`src/rtl/uart_xfer_ctrl.sv`:
```
// rtl/uart_xfer_ctrl.sv - framed packet sequencer driving uart_core: STX, payload, ETX, then ACK wait with ENQ retries
module uart_xfer_ctrl #(
  parameter int DIV_W     = 16,
  parameter int DIV       = 100,
  parameter int LEN_W     = 8,
  parameter int TOUT_W    = 24,
  parameter int TIMEOUT   = 100000,
  parameter int MAX_RETRY = 3
) (
  input  logic              clk,
  input  logic              rst,
  input  logic              start,
  input  logic [LEN_W-1:0]  len,
  input  logic              pld_valid,
  input  logic [7:0]        pld_data,
  output logic              pld_ready,
  output logic              busy,
  output logic              done,
  output logic              error,
  output logic [1:0]        err_code,
  output logic              uart_rst_soft,
  output logic              uart_tx_en,
  output logic              uart_rx_en,
  output logic [DIV_W-1:0]  uart_bit_duration,
  output logic [7:0]        uart_tx_data,
  output logic              uart_data_write_en,
  input  logic              uart_tx_ready,
  input  logic [7:0]        uart_rx_data,
  input  logic              uart_rx_ready,
  output logic              uart_data_read_en
);

  localparam int RW = (MAX_RETRY < 1) ? 1 : $clog2(MAX_RETRY + 1);
  localparam logic [TOUT_W-1:0] TOUT_LAST = TOUT_W'(TIMEOUT - 1);
  localparam logic [RW-1:0]     RETRY_MAX = RW'(MAX_RETRY);

  localparam logic [7:0] CH_STX = 8'h02;
  localparam logic [7:0] CH_ETX = 8'h03;
  localparam logic [7:0] CH_EOT = 8'h04;
  localparam logic [7:0] CH_ENQ = 8'h05;
  localparam logic [7:0] CH_ACK = 8'h06;

  typedef enum logic [3:0] {
    S_IDLE,
    S_INIT,
    S_SEND_STX,
    S_SEND_DATA,
    S_SEND_ETX,
    S_WAIT_RSP,
    S_SEND_ENQ,
    S_DONE,
    S_ERR
  } state_t;

  state_t             r_state;
  state_t             w_next;
  logic [LEN_W-1:0]   r_len_cnt;
  logic [TOUT_W-1:0]  r_timer;
  logic [RW-1:0]      r_retry;
  logic [1:0]         r_err_code;
  logic               r_uart_en;
  logic [1:0]         r_wr_hold;
  logic [1:0]         r_rd_hold;

  logic               w_wr_ok;
  logic               w_rd_ok;
  logic               w_wr;
  logic               w_rd;
  logic [7:0]         w_tx_byte;
  logic               w_pld_rdy;
  logic               w_start_ok;
  logic               w_len_dec;
  logic               w_tmr_clr;
  logic               w_tmr_inc;
  logic               w_retry_inc;
  logic               w_err_set;
  logic [1:0]         w_err_val;

  // uart_core needs two cycles after each strobe before its ready flags are meaningful again
  assign w_wr_ok = uart_tx_ready && (r_wr_hold == 2'd0);
  assign w_rd_ok = uart_rx_ready && (r_rd_hold == 2'd0);

  always_comb begin
    w_next      = r_state;
    w_wr        = 1'b0;
    w_rd        = 1'b0;
    w_tx_byte   = 8'h00;
    w_pld_rdy   = 1'b0;
    w_start_ok  = 1'b0;
    w_len_dec   = 1'b0;
    w_tmr_clr   = 1'b0;
    w_tmr_inc   = 1'b0;
    w_retry_inc = 1'b0;
    w_err_set   = 1'b0;
    w_err_val   = 2'd0;
    case (r_state)
      S_IDLE: begin
        if (start) begin
          w_start_ok = 1'b1;
          w_next     = S_INIT;
        end
      end
      S_INIT: begin
        w_next = S_SEND_STX;
      end
      S_SEND_STX: begin
        w_rd = w_rd_ok;
        if (w_wr_ok) begin
          w_wr      = 1'b1;
          w_tx_byte = CH_STX;
          w_next    = (r_len_cnt == '0) ? S_SEND_ETX : S_SEND_DATA;
        end
      end
      S_SEND_DATA: begin
        w_rd = w_rd_ok;
        if (w_wr_ok && pld_valid) begin
          w_wr      = 1'b1;
          w_tx_byte = pld_data;
          w_pld_rdy = 1'b1;
          w_len_dec = 1'b1;
          if (r_len_cnt == LEN_W'(1)) begin
            w_next = S_SEND_ETX;
          end
        end
      end
      S_SEND_ETX: begin
        w_rd = w_rd_ok;
        if (w_wr_ok) begin
          w_wr      = 1'b1;
          w_tx_byte = CH_ETX;
          w_tmr_clr = 1'b1;
          w_next    = S_WAIT_RSP;
        end
      end
      S_WAIT_RSP: begin
        w_rd      = w_rd_ok;
        w_tmr_inc = 1'b1;
        // a response byte in the expiry cycle takes priority over the timeout
        if (w_rd_ok && (uart_rx_data == CH_ACK)) begin
          w_next = S_DONE;
        end else if (w_rd_ok && (uart_rx_data == CH_EOT)) begin
          w_err_set = 1'b1;
          w_err_val = 2'd2;
          w_next    = S_ERR;
        end else if (r_timer == TOUT_LAST) begin
          if (r_retry < RETRY_MAX) begin
            w_retry_inc = 1'b1;
            w_next      = S_SEND_ENQ;
          end else begin
            w_err_set = 1'b1;
            w_err_val = 2'd1;
            w_next    = S_ERR;
          end
        end
      end
      S_SEND_ENQ: begin
        w_rd = w_rd_ok;
        if (w_wr_ok) begin
          w_wr      = 1'b1;
          w_tx_byte = CH_ENQ;
          w_tmr_clr = 1'b1;
          w_next    = S_WAIT_RSP;
        end
      end
      S_DONE:  w_next = S_IDLE;
      S_ERR:   w_next = S_IDLE;
      default: w_next = S_IDLE;
    endcase
  end

  always_ff @(posedge clk) begin
    if (!rst) begin
      r_state <= S_IDLE;
    end else begin
      r_state <= w_next;
    end
  end

  always_ff @(posedge clk) begin
    if (!rst) begin
      r_len_cnt  <= '0;
      r_timer    <= '0;
      r_retry    <= '0;
      r_err_code <= 2'd0;
      r_uart_en  <= 1'b0;
      r_wr_hold  <= 2'd0;
      r_rd_hold  <= 2'd0;
    end else begin
      if (w_start_ok) begin
        r_len_cnt  <= len;
        r_retry    <= '0;
        r_err_code <= 2'd0;
      end else if (w_len_dec) begin
        r_len_cnt <= r_len_cnt - LEN_W'(1);
      end

      if (w_tmr_clr) begin
        r_timer <= '0;
      end else if (w_tmr_inc) begin
        r_timer <= r_timer + TOUT_W'(1);
      end

      if (w_retry_inc) begin
        r_retry <= r_retry + RW'(1);
      end

      if (w_err_set) begin
        r_err_code <= w_err_val;
      end

      // enables rise the cycle after the soft-reset pulse and stay up until reset
      if (r_state == S_INIT) begin
        r_uart_en <= 1'b1;
      end

      if (w_wr) begin
        r_wr_hold <= 2'd2;
      end else if (r_wr_hold != 2'd0) begin
        r_wr_hold <= r_wr_hold - 2'd1;
      end

      if (w_rd) begin
        r_rd_hold <= 2'd2;
      end else if (r_rd_hold != 2'd0) begin
        r_rd_hold <= r_rd_hold - 2'd1;
      end
    end
  end

  assign pld_ready          = w_pld_rdy;
  assign busy               = (r_state != S_IDLE) && (r_state != S_DONE) && (r_state != S_ERR);
  assign done               = (r_state == S_DONE);
  assign error              = (r_state == S_ERR);
  assign err_code           = r_err_code;
  assign uart_rst_soft      = (r_state == S_INIT);
  assign uart_tx_en         = r_uart_en;
  assign uart_rx_en         = r_uart_en;
  assign uart_bit_duration  = DIV_W'(DIV);
  assign uart_tx_data       = w_tx_byte;
  assign uart_data_write_en = w_wr;
  assign uart_data_read_en  = w_rd;

endmodule

```
`config.mk`:
```
export PLATFORM = sky130hd
export DESIGN_NAME = uart_xfer_ctrl
export DESIGN_NICKNAME = d
export VERILOG_FILES = /design/src/rtl/uart_xfer_ctrl.sv
export SDC_FILE = /design/constraint.sdc
export NUM_CORES = 1
export LEC_CHECK = 0
export BUFFER_PORTS_ARGS = -buffer_cell sky130_fd_sc_hd__buf_2
export CAP_MARGIN = 30
export CORE_ASPECT_RATIO = 1.5
export CORE_MARGIN = 1.5
export CORE_UTILIZATION = 45
export CTS_CLUSTER_DIAMETER = 80
export DETAILED_ROUTE_END_ITERATION = 6
export HOLD_SLACK_MARGIN = 0.05
export PLACE_DENSITY = 0.7
export SYNTH_ARGS = -nofsm -noshare
export SYNTH_HDL_FRONTEND = slang
export SYNTH_SLANG_ARGS = --single-unit
```
`constraint.sdc`:
```
create_clock -name clk -period 5.7 [get_ports clk]
set_input_delay 0 -clock clk [delete_from_list [all_inputs] [get_ports clk]]
set_output_delay 0 -clock clk [all_outputs]
set_load 0.02 [all_outputs]
```
==> out/qor.csv, run 1 <==
stage,metric,value,unit
synthesis,Synth top area share,35.50,%
global_routing,total track usage,19.33,%
global_routing,largest net degree at the start of global routing,26,
final_layout,Fillers,527,
sta,period utilisation layout,45.77,%
route,Via density,5.357,
global_routing,initial antenna violation count,0,
place,input/output buffers,48,
die,row count,33,
synthesis,post-synth top area cell,dfxtp_1,
sta,Achievable Freq,383.3,MHz
route,DRT antenna net count,0,
synthesis,Post-Synthesis Cells,309,
die,Starting Density,46.56,%
worst_setup_path,"Max FO, Critical Path",25,
job,max-cap violation count,0,
final_layout,Antenna Cells,0,
sta,Slew @ Worst Pin,0.9439,ns
route,1st-pass router iterations,4,
sta,Worst Skew,0.01010,ns
synthesis,top post-synthesis cells by area,"dfxtp_1 (36%), xnor2_1 (5.9%), nor2_1 (5.6%)",
final_layout,sequential cell area,900.9,µm²
final_layout,area of the multi-input gates,0.001473,mm²
synthesis,top-count cell post-synth,dfxtp_1,
outcome,status,"complete, no violations",
route,# DRC,0,
worst_setup_path,critical setup path kind,flip-flop to flip-flop,
final_layout,area grow syn2layout,17.26,%
sta,max_slew headroom,37.08,%
die,die footprint,0.006107,mm²
sta,setup TNS,0,ns
sta,final hold vios,0,
clock_network,clock buffer depth,2,
sta,Final Setup Violations,0,
clock_network,Post-CTS Setup Repair Bufs,0,
route,DRT Wirelength,5761,µm
worst_setup_path,critical path launch point type,flip-flop,
worst_setup_path,CP endpoint kind,flip-flop,
synthesis,syn_area_per_cell,8.212,µm²
min_path,worst hold path type,input port to flip-flop,
clock_network,# resized after CTS,0,
power,VDD IR max,0.1429,mV
global_routing,first-pass GRT wire length,9273,µm
die,Core ar.,0.005450,mm²
die,Die Y,94.97,µm
synthesis,Commonest cells post-synth,"dfxtp_1 (45), nor2_1 (38), buf_4 (17), nand2_1 (17), xnor2_1 (17)",
power,pwr dens,326.5,mW/mm²
global_routing,vias in the first global route,2107,
synthesis,Seq cells post-synth,45,
place,placer congestion estimate,0.8000,
synthesis,Post-synth EDFFs,0,
clock_network,CTS root buf,clkbuf_8,
clock_network,H-tree depth,2,
synthesis,Syn. warnings,0,
route,Avg WL per Cell,13.37,µm
sta,fin. max-slew vios,0,
clock_network,CTS tree,built,
route,DRT iter0 DRCs,166,
final_layout,Util after Layout,54.59,%
synthesis,"Primary FF master, synth",dfxtp_1,
route,routed vias,2309,
synthesis,fraction of registers with async set/reset,0,%
sta,RSZ-0062 raised after global routing,no,
synthesis,synthesized area,0.002537,mm²
clock_network,CTS buffer count,5,
clock_network,clock net sink count,45,
synthesis,sequential area share after synthesis,35.50,%
clock_network,clk_lat worst skew,0.30,ns
worst_setup_path,CP required,5.90,ns
global_routing,gr ovfl total,0,
power,P_leak,0.001150,µW
die,# IOs,65,
final_layout,share of layout cells above drive strength 1,17.45,%
worst_setup_path,WP data arrival,2.81,ns
clock_network,clock-pin slew on the worst setup and hold paths,0.09,ns
place,DP HPWL,4221,µm
die,Die Wd,64.31,µm
synthesis,library cells used by synthesis,51,
final_layout,fin nets,395,
sta,min Tclk post-route,2.609,ns
[cell type report]
class | count | area share [%]
multi-input combinational | 239 | 49.50
sequential | 45 | 30.28
timing repair buffer | 60 | 12.11
tap | 70 | 2.944
clock buffer | 6 | 2.775
clock inverter | 2 | 1.262
inverter | 9 | 1.135
[layout by cell type, fill, tap and decap left out, types with 2 or more instances in the layout]
cell type / instances
buf_2: 48
dfxtp_1: 45
nor2_1: 38
nand2_1: 17
xnor2_1: 17
conb_1: 16
a21oi_1: 15
o21ai_0: 12
nor3_1: 12
nand3_1: 12
dlygate4sd3_1: 12
inv_1: 9
nand4_1: 9
nor3b_1: 8
and2_1: 8
xor2_1: 8
nor4_1: 8
clkbuf_8: 6
and3_1: 5
or3_1: 5
a211oi_1: 5
ha_1: 5
nor4b_1: 4
nand2b_1: 3
a32o_1: 2
a21o_1: 2
and4_1: 2
o21a_1: 2
mux2i_1: 2
[routing by layer]
layer | track usage [%] | up-vias | share of wire, %
met5 | 0 | - | 0
met4 | 10.11 | 0 | 3.0
met3 | 2.980 | 19 | 4.2
met2 | 35.94 | 74 | 51
met1 | 20.78 | 1049 | 41
li1 | - | 1167 | -
[power by group]
part           internal (µW)  switching, µW
registers                349           50.9
clock network            143            114
logic                    126            189
[repair_timing]
item                                    CTS  global route
hold endpoints to repair                 10             0
endpoints found under the setup margin    0             0
hold buffers                             12             0
[logic make-up after synthesis]
kind of cell / after synthesis / share of synthesized area [%]
buf+inv: 39 / 8.530
other cells: 2 / 0.2960
mux: 2 / 0.7890
simple gates: 141 / 30.87
fa+ha+maj: 5 / 2.465
flops: 45 / 35.50
compound gates: 50 / 12.92
xor+xnor: 25 / 8.629
[through the flow]
| stage | power [µW] | hold slack, ns | instance area (µm²) | std cells | setup slack [ns] |
|---|---|---|---|---|---|
| CTS | 976.1 | 0.05196 | 2975 | 431 | 3.062 |
| global placement | 702.8 | 0.2620 | 2735 | 411 | 3.142 |
| finish | 971.5 | 0.05632 | 2975 | 431 | 3.091 |
| floorplan | 641.0 | 0.1175 | 2590 | 323 | 3.664 |
| global route | 1032 | 0.05124 | 2975 | 431 | 2.742 |
| detailed placement | 710.9 | 0.2593 | 2735 | 411 | 3.096 |
[worst paths after layout]
| kind | start | to | slack [ns] | cells after the start |
|---|---|---|---|---|
| worst max register to register | r_wr_hold[1]$_SDFFE_PN0P_ | r_timer[23]$_SDFFE_PP0P_ | 3.09 | 5 |
| worst min-delay path | uart_rx_data[1] | err_code[0]$_SDFFE_PN0P_ | 0.06 | 3 |
| worst max-delay path | r_wr_hold[1]$_SDFFE_PN0P_ | r_timer[23]$_SDFFE_PP0P_ | 3.09 | 5 |
| worst min register to register | r_wr_hold[0]$_SDFFE_PP0P_ | r_wr_hold[0]$_SDFFE_PP0P_ | 0.46 | 1 |
[state kept, by name, summed over array words and instances, names as in the netlist]
register    count
r_wr_hold       2
r_len_cnt       8
r_state         4
err_code        2
r_retry         2
r_timer        24
uart_rx_en      1
r_rd_hold       2
[worst max-delay path, cell delays in order, from the launching register on]
cell and delay [ns]:
dfxtp_1 0.33, nor3b_1 0.65, nor3b_1 0.40, nand2b_1 0.78, a211oi_1 0.11, a31o_1 0.22
No activity file was read; power rests on OpenSTA's default activity.
==> run 2: changes to the inputs <==
- PLACE_DENSITY: 0.7 -> 0.72
- clock period: 5.7 -> 2.1 ns (I/O delays scaled with it)
==> out/qor.csv, run 2 (synthesis results as in run 1) <==
stage,metric,value,unit,change
die,Starting Density,46.56,%,unchanged
worst_setup_path,critical path launch point type,flip-flop,,
sta,period utilisation layout,97.03,%,+51 points
global_routing,total track usage,20.55,%,+1.2 points
global_routing,vias in the first global route,2222,,+5.5%
die,Core ar.,0.005450,mm²,unchanged
die,Die Wd,64.31,µm,unchanged
final_layout,max reg flops,24,,unchanged
route,1st-pass router iterations,4,,unchanged
outcome,status,"complete, no violations",,
power,Internal,1623,µW,+160%
final_layout,biggest regs,"r_timer: 24 flops, r_len_cnt: 8 flops, r_state: 4 flops",,
route,# DRC,0,,unchanged
sta,Achievable Freq,490.7,MHz,+28%
clock_network,CTS root buf,clkbuf_8,,
global_routing,first-pass GRT wire length,9915,µm,+6.9%
clock_network,CTS tree,built,,
power,pwr dens,828.4,mW/mm²,+150%
die,row count,33,,unchanged
sta,fin. max-slew vios,0,,unchanged
clock_network,clock net sink count,45,,unchanged
final_layout,Fillers,527,,unchanged
final_layout,final std cells w/o fill,453,,+5.1%
clock_network,clk_lat worst skew,0.31,ns,about the same
final_layout,"commonest non-fill, non-tap cell in the layout",buf_2,,
sta,Final Setup Violations,0,,unchanged
global_routing,largest net degree at the start of global routing,20,,-23%
power,Sw Ratio,37.53,%,+1.1 points
sta,max_slew headroom,61.44,%,+24 points
clock_network,CTS buffer count,5,,unchanged
power,VDD IR max,0.4725,mV,+230%
final_layout,Biggest register,r_timer,,
worst_setup_path,"Max FO, Critical Path",4,,-84%
global_routing,initial antenna violation count,0,,unchanged
route,DRT iter0 DRCs,157,,-5.4%
die,die footprint,0.006107,mm²,unchanged
final_layout,area grow syn2layout,23.62,%,
power,Combinational Power Share,38.6,%,+6.2 points
sta,Worst Skew,0.01334,ns,+0.003235 ns
sta,final hold vios,0,,unchanged
place,DP HPWL,4557,µm,+8.0%
die,# IOs,65,,unchanged
die,Die Y,94.97,µm,unchanged
sta,Slew @ Worst Pin,0.5704,ns,-0.3735 ns
clock_network,Post-CTS Setup Repair Bufs,0,,unchanged
route,Via density,5.369,,+0.21%
worst_setup_path,critical setup path kind,flip-flop to flip-flop,,
final_layout,most frequent cells in the layout,"buf_2 (48), dfxtp_1 (43), nor2_1 (38), buf_4 (21)",,
sta,hold slack,0.2011,ns,+0.1448 ns
power,sequential power share,40.7,%,-0.5 points
sta,setup TNS,0,ns,unchanged
power,clock power share,20.7,%,-5.7 points
sta,RSZ-0062 raised after global routing,yes,,
sta,fin worst setup slack,0.06229,ns,-3.029 ns
route,routed vias,2432,,+5.3%
place,worst setup slack after placement,0.05707,ns,-3.039 ns
final_layout,Antenna Cells,0,,unchanged
sta,min Tclk post-route,2.038,ns,-0.5714 ns
route,Avg WL per Cell,13.06,µm,-2.3%
place,placer congestion estimate,0.8350,,+4.4%
power,P_sw,975.1,µW,+180%
final_layout,share of layout cells above drive strength 1,23.24,%,+5.8 points
worst_setup_path,WP data arrival,2.25,ns,-0.56 ns
job,max-cap violation count,0,,unchanged
worst_setup_path,CP required,2.31,ns,-3.59 ns
place,placed cells,432,,+5.1%
worst_setup_path,CP endpoint kind,flip-flop,,
clock_network,clock buffer depth,2,,unchanged
min_path,worst hold path type,input port to flip-flop,,
final_layout,fin nets,417,,+5.6%
route,DRT Wirelength,5918,µm,+2.7%
route,DRT antenna net count,0,,unchanged
clock_network,H-tree depth,2,,unchanged
global_routing,gr ovfl total,0,,unchanged
place,input/output buffers,48,,unchanged
power,total power,2598,µW,+170%
clock_network,clock-pin slew on the worst setup and hold paths,0.09,ns,about the same
power,P_leak,0.001239,µW,+7.8%
## run 2: per-stage QoR
stage,instance area [µm²],utilization (%)
floorplan,2590,-
global placement,2893,53.08
detailed placement,2893,53.08
CTS,3115,57.16
global route,3137,57.55
finish,3137,57.55
## run 2: metal layers
metal / global-route usage (%) / part of all wire (%)
met1: 21.89 / 40
met4: 6.560 / 1.4
met5: 0 / 0
met3: 3.933 / 4.5
met2: 39.93 / 54
## run 2: critical path, cell delays in order (launching register included)
cell,delay [ns]
dfxtp_1,0.31
or4b_1,0.51
or3_4,0.36
or3b_4,0.41
and3_4,0.18
o21a_1,0.17
## run 2: worst paths after layout
check,startpoint,endpoint,slack [ns],depth (start not counted)
worst min-delay path,start,r_len_cnt[3]$_SDFFE_PN0P_,0.20,4
worst min register to register,r_rd_hold[0]$_SDFFE_PP0P_,r_rd_hold[0]$_SDFFE_PP0P_,0.46,1
worst max-delay path,r_timer[5]$_SDFFE_PP0P_,r_retry[0]$_SDFFE_PN0P_,0.06,5
worst max register to register,r_timer[5]$_SDFFE_PP0P_,r_retry[0]$_SDFFE_PN0P_,0.06,5
## run 2: area by class of cell
| class | count | area, µm² | area share [%] |
|---|---|---|---|
| well taps | 70 | 87.58 | 2.792 |
| inverters | 9 | 33.78 | 1.077 |
| multi-input cells | 239 | 1490 | 47.51 |
| clock inverters | 3 | 22.52 | 0.7180 |
| repair buffers | 82 | 528.0 | 16.83 |
| clock buffers | 5 | 68.82 | 2.194 |
| flip-flops and latches | 45 | 905.9 | 28.88 |
## run 2: power by group through the flow
stage	clock network (µW)	logic, µW	registers [µW]
detailed placement	0	962	1060
floorplan	0	697	1040
finish	538	1000	1060
global route	595	1120	1080
CTS	554	992	1050
global placement	0	943	1060
## run 2: repair_timing
action	in CTS	in global routing
endpoints found under the hold margin	10	0
endpoints found under the setup margin	8	12
gates resized for setup	1	5
hold buffers	13	0
pin swaps	0	0
==> run 3: changes to the inputs <==
- SETUP_SLACK_MARGIN: not set -> 0.15
==> out/qor.csv, run 3 (synthesis results as in run 1) <==
stage,metric,value,unit,change
outcome,status,"complete, no violations",,
die,Die Wd,64.31,µm,unchanged
route,DRT iter0 DRCs,105,,-33%
final_layout,Biggest register,r_timer,,
power,P_leak,0.001304,µW,+5.2%
route,Via density,5.307,,-1.1%
final_layout,share of layout cells above drive strength 1,28.02,%,+4.8 points
power,VDD IR max,0.5047,mV,+6.8%
final_layout,most frequent cells in the layout,"buf_2 (45), dfxtp_1 (37), nor2_1 (36), buf_4 (30), xnor2_1 (17)",,
clock_network,H-tree depth,2,,unchanged
clock_network,clk_lat worst skew,0.30,ns,about the same
route,DRT Wirelength,5880,µm,-0.64%
global_routing,vias in the first global route,2182,,-1.8%
worst_setup_path,critical setup path kind,flip-flop to flip-flop,,
min_path,worst hold path type,input port to flip-flop,,
global_routing,total track usage,19.49,%,-1.1 points
global_routing,largest net degree at the start of global routing,20,,unchanged
sta,period utilisation layout,94.84,%,-2.2 points
clock_network,CTS root buf,clkbuf_8,,
global_routing,gr ovfl total,0,,unchanged
clock_network,clock net sink count,45,,unchanged
route,# DRC,0,,unchanged
sta,RSZ-0062 raised after global routing,yes,,
worst_setup_path,CP required,2.30,ns,about the same
sta,Achievable Freq,502.1,MHz,+2.3%
die,die footprint,0.006107,mm²,unchanged
final_layout,area grow syn2layout,28.60,%,
route,1st-pass router iterations,4,,unchanged
clock_network,clock buffer depth,2,,unchanged
place,input/output buffers,48,,unchanged
worst_setup_path,critical path launch point type,flip-flop,,
final_layout,Fillers,508,,-3.6%
sta,setup TNS,0,ns,unchanged
clock_network,CTS buffer count,5,,unchanged
worst_setup_path,Reg2Reg Setup Slack,0.11,ns,+0.05 ns
final_layout,fin nets,423,,+1.4%
sta,max_slew headroom,63.82,%,+2.4 points
sta,Slew @ Worst Pin,0.5352,ns,-0.03520 ns
job,max-cap violation count,0,,unchanged
final_layout,biggest regs,"r_timer: 24 flops, r_len_cnt: 8 flops, r_state: 4 flops",,
place,DP HPWL,4336,µm,-4.8%
route,routed vias,2436,,+0.16%
route,DRT antenna net count,0,,unchanged
die,Die Y,94.97,µm,unchanged
final_layout,"commonest non-fill, non-tap cell in the layout",buf_2,,
final_layout,Antenna Cells,0,,unchanged
power,pwr dens,858.1,mW/mm²,+3.6%
sta,Final Setup Violations,0,,unchanged
sta,Worst Skew,0.007949,ns,-0.005390 ns
global_routing,first-pass GRT wire length,9453,µm,-4.7%
die,Core ar.,0.005450,mm²,unchanged
final_layout,max reg flops,24,,unchanged
worst_setup_path,"Max FO, Critical Path",4,,unchanged
sta,fin. max-slew vios,0,,unchanged
final_layout,sequential cell area,910.9,µm²,+0.55%
sta,hold slack,0.06406,ns,-0.1370 ns
final_layout,area of the multi-input gates,0.001538,mm²,+3.2%
place,placer congestion estimate,0.8550,,+2.4%
route,Avg WL per Cell,12.81,µm,-1.9%
die,# IOs,65,,unchanged
die,row count,33,,unchanged
worst_setup_path,CP endpoint kind,flip-flop,,
die,Starting Density,46.56,%,unchanged
clock_network,clock-pin slew on the worst setup and hold paths,0.09,ns,about the same
sta,min Tclk post-route,1.992,ns,-0.04614 ns
clock_network,CTS tree,built,,
global_routing,initial antenna violation count,0,,unchanged
worst_setup_path,WP data arrival,2.19,ns,-0.06 ns
sta,final hold vios,0,,unchanged
run 3: layout make-up:
cell class | instances | area share, %
Multi-Input combinational cell | 239 | 47.12
Clock buffer | 6 | 2.224
Tap cell | 70 | 2.684
Sequential cell | 45 | 27.91
Clock inverter | 2 | 1.189
Timing Repair Buffer | 88 | 17.83
Inverter | 9 | 1.035
run 3: metrics by stage:
step	std cells	cell area [µm²]	total power (µW)	util, %	setup WS, ns
finish	459	3263	2800	59.87	0.1084
CTS	455	3153	2738	57.85	0.1094
floorplan	323	2594	1740	-	0.09581
global route	459	3263	2990	59.87	0.05538
detailed placement	434	2912	2052	53.42	0.04633
global placement	434	2912	2036	53.42	0.06240
run 3: what timing repair did:
item,4_1_cts,5_1_grt
endpoints found under the hold margin,10,0
setup buffers,1,4
pin swaps,1,3
hold buffers,12,0
gates resized for setup,2,21
setup endpoints to repair,13,18
run 3: per-layer routing:
layer / vias to the layer above / routed length, µm / global-route usage (%) / share of wire [%]
met5: - / 0 / 0 / 0
met4: 0 / 163 / 8.156 / 2.8
met1: 1109 / 2326 / 20.13 / 40
met2: 81 / 3091 / 37.41 / 53
met3: 17 / 298 / 4.052 / 5.1
li1: 1229 / - / - / -
run 3: final timing paths:
check,start,to,depth (start not counted)
max,r_timer[23]$_SDFFE_PP0P_,r_retry[0]$_SDFFE_PN0P_,5
min,uart_rx_data[1],err_code[1]$_SDFFE_PN0P_,3
max reg2reg,r_timer[23]$_SDFFE_PP0P_,r_retry[0]$_SDFFE_PN0P_,5
min reg2reg,r_rd_hold[0]$_SDFFE_PP0P_,r_rd_hold[0]$_SDFFE_PP0P_,1
run 3: where the power goes:
| group | total (µW) | internal (µW) | switching, µW | leakage (µW) |
|---|---|---|---|---|
| logic | 1110 | 496 | 611 | 0.000880 |
| registers | 1040 | 953 | 85.9 | 0.000369 |
| clock network | 654 | 357 | 297 | 0.0000554 |
run 3: critical path: stages (launching register included):
cell,delay (ns)
dfxtp_2,0.32
or4b_1,0.50
or3_4,0.37
or3b_4,0.40
and3_4,0.15
o21a_1,0.16
